==> config.mk <==
export PLATFORM = sky130hd
export DESIGN_NAME = fifo_burst_packer_flat
export DESIGN_NICKNAME = d
export VERILOG_FILES = /design/src/rtl/fifo_burst_packer_if.sv /design/src/rtl/fifo_burst_packer.sv /design/src/flat_wrapper.sv
export SDC_FILE = /design/constraint.sdc
export NUM_CORES = 1
export LEC_CHECK = 0
export CAP_MARGIN = 20
export CORE_AREA = 2 2 74 76
export DETAILED_ROUTE_END_ITERATION = 16
export DIE_AREA = 0 0 76 78
export PLACE_DENSITY_LB_ADDON = 0.15
export SETUP_SLACK_MARGIN = 0.4
export SYNTH_ARGS = -nofsm -noshare
export SYNTH_HDL_FRONTEND = slang
export SYNTH_SLANG_ARGS = --single-unit
==> constraint.sdc <==
create_clock -name clk -period 3.63 [get_ports clk]
set_input_delay 0.9075 -clock clk [delete_from_list [all_inputs] [get_ports clk]]
set_output_delay 0.9075 -clock clk [all_outputs]
set_load 0.01 [all_outputs]
==> src/rtl/fifo_burst_packer_if.sv <==
// Burst output stream of fifo_burst_packer: a valid/ready beat with a last flag
// and the beat count of the burst the beat belongs to.
interface fifo_burst_packer_if #(
  parameter int DATA_WIDTH = 32,
  parameter int LEN_W      = 4
);
  logic [DATA_WIDTH-1:0] data;
  logic                  valid;
  logic                  ready;
  logic                  last;
  logic [LEN_W-1:0]      len;

  modport master (output data, valid, last, len, input ready);
  modport slave  (input data, valid, last, len, output ready);
endinterface

==> src/rtl/fifo_burst_packer.sv <==
// Drains a first-word-visible FIFO in bursts of up to BURST_LEN beats onto a
// registered valid/ready stream; partial bursts leave on idle timeout or flush.
module fifo_burst_packer #(
  parameter int DATA_WIDTH = 32,
  parameter int FIFO_DEPTH = 32,
  parameter int ADDR_WIDTH = $clog2(FIFO_DEPTH),
  parameter int BURST_LEN  = 8,
  parameter int TIMEOUT    = 64,
  parameter int LEN_W      = $clog2(BURST_LEN) + 1
) (
  input  logic                  clk,
  input  logic                  rst_n,
  input  logic [DATA_WIDTH-1:0] fifo_data_i,
  input  logic                  fifo_empty_i,
  input  logic [ADDR_WIDTH:0]   fifo_counter_i,
  output logic                  fifo_rd_valid_o,
  input  logic                  flush_i,
  output logic                  busy_o,
  fifo_burst_packer_if.master   m_if
);

  localparam int CW = ADDR_WIDTH + 1;
  localparam int TW = (TIMEOUT > 0) ? $clog2(TIMEOUT + 1) : 1;
  localparam logic [CW-1:0]    BURST_CNT   = CW'(BURST_LEN);
  localparam logic [LEN_W-1:0] BURST_LEN_L = LEN_W'(BURST_LEN);
  localparam logic [TW-1:0]    TIMER_MAX   = TW'(TIMEOUT);

  typedef enum logic {IDLE, BURST} state_e;

  state_e                state_q, state_d;
  logic [LEN_W-1:0]      len_q, len_d;
  logic [LEN_W-1:0]      pops_q, pops_d;
  logic [TW-1:0]         timer_q, timer_d;
  logic [DATA_WIDTH-1:0] data_q, data_d;
  logic                  valid_q, valid_d;
  logic                  last_q, last_d;
  logic                  start, pop, hs, occupied;

  always_ff @(posedge clk or negedge rst_n) begin
    if (!rst_n) begin
      state_q <= IDLE;
      len_q   <= '0;
      pops_q  <= '0;
      timer_q <= '0;
      data_q  <= '0;
      valid_q <= 1'b0;
      last_q  <= 1'b0;
    end else begin
      state_q <= state_d;
      len_q   <= len_d;
      pops_q  <= pops_d;
      timer_q <= timer_d;
      data_q  <= data_d;
      valid_q <= valid_d;
      last_q  <= last_d;
    end
  end

  always_comb begin
    state_d  = state_q;
    len_d    = len_q;
    pops_d   = pops_q;
    timer_d  = timer_q;
    data_d   = data_q;
    valid_d  = valid_q;
    last_d   = last_q;

    occupied = (fifo_counter_i != '0);
    hs       = valid_q && m_if.ready;
    start    = (state_q == IDLE) &&
               ((fifo_counter_i >= BURST_CNT) ||
                (occupied && (TIMEOUT != 0) && (timer_q == TIMER_MAX)) ||
                (occupied && flush_i));
    pop      = (state_q == BURST) && (pops_q < len_q) &&
               (!valid_q || m_if.ready) && !fifo_empty_i;

    case (state_q)
      IDLE: begin
        if (start) begin
          len_d   = (fifo_counter_i >= BURST_CNT) ? BURST_LEN_L : LEN_W'(fifo_counter_i);
          pops_d  = '0;
          state_d = BURST;
        end
      end
      BURST: begin
        if (hs && last_q) state_d = IDLE;
      end
      default: state_d = IDLE;
    endcase

    // A pop refills the output register in the same cycle the previous beat leaves.
    if (pop) begin
      data_d  = fifo_data_i;
      valid_d = 1'b1;
      last_d  = (pops_q == len_q - LEN_W'(1));
      pops_d  = pops_q + LEN_W'(1);
    end else if (hs) begin
      valid_d = 1'b0;
      last_d  = 1'b0;
    end

    if ((state_q == BURST) || !occupied || start) begin
      timer_d = '0;
    end else if ((fifo_counter_i < BURST_CNT) && (timer_q != TIMER_MAX)) begin
      timer_d = timer_q + TW'(1);
    end
  end

  assign fifo_rd_valid_o = pop;
  assign busy_o          = (state_q == BURST);
  assign m_if.data       = data_q;
  assign m_if.valid      = valid_q;
  assign m_if.last       = last_q;
  assign m_if.len        = len_q;

endmodule

==> src/flat_wrapper.sv <==
// flat-port wrapper written by rule: the top's interface ports become plain ports
module fifo_burst_packer_flat 
#(
  parameter int DATA_WIDTH = 32,
  parameter int FIFO_DEPTH = 32,
  parameter int ADDR_WIDTH = $clog2(FIFO_DEPTH),
  parameter int BURST_LEN  = 8,
  parameter int TIMEOUT    = 64,
  parameter int LEN_W      = $clog2(BURST_LEN) + 1
)
  (clk, rst_n, fifo_data_i, fifo_empty_i, fifo_counter_i, fifo_rd_valid_o, flush_i, busy_o, m_if_data, m_if_valid, m_if_last, m_if_len, m_if_ready);
  fifo_burst_packer_if #(.DATA_WIDTH(DATA_WIDTH), .LEN_W(LEN_W)) m_if_i ();
  input  logic clk;
  input  logic rst_n;
  input  logic [DATA_WIDTH-1:0] fifo_data_i;
  input  logic fifo_empty_i;
  input  logic [ADDR_WIDTH:0] fifo_counter_i;
  output logic fifo_rd_valid_o;
  input  logic flush_i;
  output logic busy_o;
  output wire logic [$bits(m_if_i.data)-1:0] m_if_data;
  output wire logic [$bits(m_if_i.valid)-1:0] m_if_valid;
  output wire logic [$bits(m_if_i.last)-1:0] m_if_last;
  output wire logic [$bits(m_if_i.len)-1:0] m_if_len;
  input wire logic [$bits(m_if_i.ready)-1:0] m_if_ready;
  assign m_if_data = m_if_i.data;
  assign m_if_valid = m_if_i.valid;
  assign m_if_last = m_if_i.last;
  assign m_if_len = m_if_i.len;
  assign m_if_i.ready = m_if_ready;
  fifo_burst_packer #(.DATA_WIDTH(DATA_WIDTH), .FIFO_DEPTH(FIFO_DEPTH), .ADDR_WIDTH(ADDR_WIDTH), .BURST_LEN(BURST_LEN), .TIMEOUT(TIMEOUT), .LEN_W(LEN_W)) u_core (.clk(clk), .rst_n(rst_n), .fifo_data_i(fifo_data_i), .fifo_empty_i(fifo_empty_i), .fifo_counter_i(fifo_counter_i), .fifo_rd_valid_o(fifo_rd_valid_o), .flush_i(flush_i), .busy_o(busy_o), .m_if(m_if_i));
endmodule
Word-level counts from Yosys, hierarchy flattened
Cells that the tools add are included.
- $add $sub $neg: 3
- multipliers: 0
- div/mod/pow operators: 0
- order comparisons: 3
- equality and inequality tests: 4
- shifts and indexed selects: 0
- multiplexer cells: 12
- bitwise operators: 1
- reduce and logical (&&, ||, !) cells: 23
- operators with widths (kind ; number):
    $mux 4 ; 4
    $mux 7 ; 2
    $logic_and 1x1->1 ; 9
    $add 7x1->7 const B ; 1
    $eq 7x7->1 const B ; 1
    $ne 7x7->1 const B ; 1
    $ge 6x4->1 const B ; 1
    $lt 6x4->1 const B ; 1
    $reduce_bool 2->1 ; 3
    $reduce_bool 6->1 ; 1
    $logic_or 1x1->1 ; 5
    $mux 1 ; 5
    $add 4x1->4 const B ; 1
    $eq 4x4->1 ; 1
    $lt 4x4->1 ; 1
    $reduce_and 2->1 ; 2
    $sub 4x1->4 const B ; 1
    $logic_not 1->1 ; 3
    $ne 2x2->1 const B ; 1
    $pmux 1 s2 ; 1
    $not 1->1 ; 1
- register bits: 50
- bits in latches: 0
- memory bits (writable): 0
- bits in read-only memories: 0
- bits of input ports: 43
- logic and storage cells: 53
- memories kept: 0

Logic depth before layout (Yosys ltp)
- word-level depth: 8
- depth in mapped cells: 9
- mapped depth without buffers: 7

Worst setup path after synthesis
No wires, ideal clock.
- path kind: input port to output port
- from: input port m_if_ready
- to: output port fifo_rd_valid_o
- arrival: 1780 ps
- setup slack: 943 ps
- stages: 6
- path buffers: 2
- cells stage by stage: nand2b_1 -> nand3_2 -> or2_1 -> buf_2 -> inv_2 -> buf_4
- longest elaborated chain between the ends: 3
- ends and longest elaborated chain (what ; line ; source):
    start: declaration ; flat_wrapper.sv:25 ; input wire logic [$bits(m_if_i.ready)-1:0] m_if_ready;
    $logic_or 1x1->1 ; fifo_burst_packer.sv:75 ; (!valid_q || m_if.ready) && !fifo_empty_i;
    $logic_and 1x1->1 ; fifo_burst_packer.sv:74 ; pop = (state_q == BURST) && (pops_q < len_q) &&
    $logic_and 1x1->1 ; fifo_burst_packer.sv:75 ;
    end: declaration ; flat_wrapper.sv:18 ; output logic fifo_rd_valid_o;
Every way passes these cells.

Final worst setup path
Ends and elaborated chain as after synthesis.

==> impl_metrics.py <==
metrics = {
    "outcome": {
        "status": "finished clean",
    },
    "worst_setup_path": {
        "worst-r2r-cell-count": 8,
        "crit_type": "in -> out",
        "reg2reg_to": "u_core.m_if.data[11]",
        "start_kind": "input pin",
        "endpoint_kind": "output port",
        "worst-path-max-fanout": 3,
        "rrSetupSlack_ns": 1.34,
        "cp.required_ns": 2.72,
        "r2r_start": "u_core.m_if.len[2]",
        "arrival_ns": 2.22,
    },
    "global_route": {
        "grt-ovfl-total": 0,
        "grtUsageTotal": 0.170,
        "grt_start_max_net_pins": 33,
        "grt_pass1_wl_um": 8000,
        "grt_antenna_before_repair": 0,
        "first_global_vias": 1713,
    },
    "layout": {
        "diodes": 0,
        "final_nets": 316,
        "final_cells": 336,
        "drive_gt1_frac": 0.195,
        "finish.utilization": 0.642,
        "area_delta_synth_final_pct": 43.9,
    },
    "clock_network": {
        "cts_tree": "done",
        "postCtsSetupRepairBufs": 0,
        "cts_resized": 1,
        "cts_inserted_buffers": 5,
        "hold_buffers": 0,
        "root_buffer": "clkbuf_8",
        "clockBufferDepth": 2,
        "clock_latency_ns": 0.30,
        "clock_sinks": 50,
        "clk_pin_slew_ns": 0.09,
        "htree_num_levels": 2,
    },
    "pwr": {
        "seq_power_share": 0.364,
        "leakagePower_uw": 0.00134,
        "switchingPower_uw": 860,
        "switching_share": 0.330,
        "pwr-share-comb": 0.509,
        "power.density_mw_per_mm2": 804,
        "p_int_uw": 1740,
        "irDropWorstVdd_mv": 0.478,
        "power.share.clock": 0.127,
    },
    "route": {
        "route.detailed.drc": 0,
        "routed_wl_um": 4660,
        "vias": 1659,
        "drt_iter0_markers": 82,
        "dr.pass1.iters": 4,
        "ant_nets": 0,
        "wl_per_cell_um": 13.9,
        "viasPerCell": 4.94,
    },
    "logic_synthesis": {
        "ys_seq_area_frac": 0.556,
        "ys_top_cells_by_area": "dfrtp_1, mux2_2, ha_1, o21ai_0, xnor2_1",
        "syn_inst": 177,
        "yosysWarnings": 0,
        "synth_edf_count": 0,
        "synthMostInstantiatedCell": "dfrtp_1",
        "ys_types": 35,
        "synth_common_cells": "dfrtp_1, mux2_2, nor2_1, o21ai_0",
        "yosys.area.top_type": "dfrtp_1",
        "syn_avg_cell_area_um2": 12.7,
        "yosys_most_used_dff": "dfrtp_1",
        "yosysTopAreaCellShare": 0.556,
        "postSynth.asyncResetShare": 1.00,
        "syn-num-nets": 228,
        "syn_area_mm2": 0.00225,
        "ys_ff_latch": 50,
    },
    "die": {
        "start_util": 0.446,
        "core_mm2": 0.00504,
        "die_h_um": 78,
        "die_w_um": 76,
        "die-area_mm2": 0.00593,
        "rows": 26,
        "ios": 83,
    },
    "sta": {
        "finalClockSkew_ns": 0.00845,
        "finalSetupTns_ns": 0,
        "max_slew_margin": 0.557,
        "period_share": 0.862,
        "hold_viol": 0,
        "fmax_mhz": 320,
        "worst_pin_slew_ns": 0.664,
        "setup_slack_ns": 0.501,
        "rsz0062_at_grt": "false",
        "min_period_ns": 3.13,
        "maxSlewViolCount": 0,
        "whs_ns": 0.509,
        "finalSetupViolations": 0,
    },
    "hold_path": {
        "hp-class": "reg -> reg",
        "min_to": "u_core.m_if.data[27]",
        "hold_path.startpoint": "u_core.m_if.data[27]",
        "hold_depth": 1,
    },
    "place": {
        "place_congestion": 0.773,
        "dp.cells": 328,
        "io_buffers": 82,
        "dpl.hpwl_um": 3510,
        "place_ws_ns": 0.234,
    },
    "run": {
        "drv_cap": 0,
    },
}
[worst max-delay path: stages]
cell and delay, ns:
clkdlybuf4s50_1 0.49, nand2b_1 0.15, nand3_2 0.09, or2_1 0.25, inv_2 0.06, dlygate4sd2_1 0.27
[final cells by class]
cell class                 count  area (µm²)
timing repair buffer          86         845
tap                           70        87.6
clock buffer                   6        82.6
fill                         405        1800
inverter                       9        33.8
sequential                    50        1250
clock inverter                 2        12.5
multi-input combinational    113         927
[logic make-up (layout without fill, tap and decap cells)]
kind of cell	Yosys count	after routing	synth area share
xor+xnor	10	10	0.0389
compound gates	21	21	0.0645
mux	32	32	0.160
simple gates	42	42	0.104
buf+inv	14	103	0.0322
fa+ha+maj	8	8	0.0445
flops	50	50	0.556
[layer usage]
layer  up-vias  share of wire  GRT usage
li1        799              -          -
met1       798           0.43      0.214
met2        56           0.47      0.267
met3         6          0.083     0.0744
met4         0          0.011     0.0509
met5         -              0          0
[sequential cells by signal, indices dropped and copies added, names as in the netlist]
signal	cells
u_core.busy_o	1
u_core.m_if.data	32
u_core.timer_q	7
u_core.pops_q	4
u_core.m_if.valid	1
u_core.m_if.len	4
u_core.m_if.last	1
[power by group through the flow]
stage,Sequential (µW),Clock (µW),Combinational (µW)
floorplan,1040,0,636
global placement,950,0,1330
detailed placement,961,0,1340
CTS,952,346,1340
global route,980,370,1440
finish,948,331,1320
[worst max-delay path by stage]
stage	from	to	slack [ns]	cells after the start
floorplan	m_if_ready	fifo_rd_valid_o	0.94	6
global placement	m_if_ready	fifo_rd_valid_o	0.24	6
detailed placement	m_if_ready	fifo_rd_valid_o	0.23	6
CTS	m_if_ready	fifo_rd_valid_o	0.49	6
global route	m_if_ready	fifo_rd_valid_o	0.45	6
finish	m_if_ready	fifo_rd_valid_o	0.50	6
[cell usage in the layout (no fill, tap or decap), drive strengths merged, types with 2 or more instances in the layout]
| cell type | count |
|---|---|
| nand2 | 7 |
| mux2 | 32 |
| clkbuf | 6 |
| or2 | 2 |
| a31oi | 2 |
| a21oi | 2 |
| xor2 | 5 |
| o21ai | 10 |
| nand3 | 8 |
| ha | 8 |
| clkdlybuf4s50 | 80 |
| buf | 5 |
| a31o | 2 |
| nor2 | 10 |
| xnor2 | 5 |
| inv | 9 |
| nor3 | 6 |
| dfrtp | 50 |
| nor4b | 2 |
| nand2b | 2 |
[per-stage QoR]
stage,total power [µW],cell area (µm²)
finish,2600,3240
global route,2790,3240
CTS,2640,3240
floorplan,1680,2250
global placement,2280,3150
detailed placement,2300,3150
(Power assumes the default switching activity.)
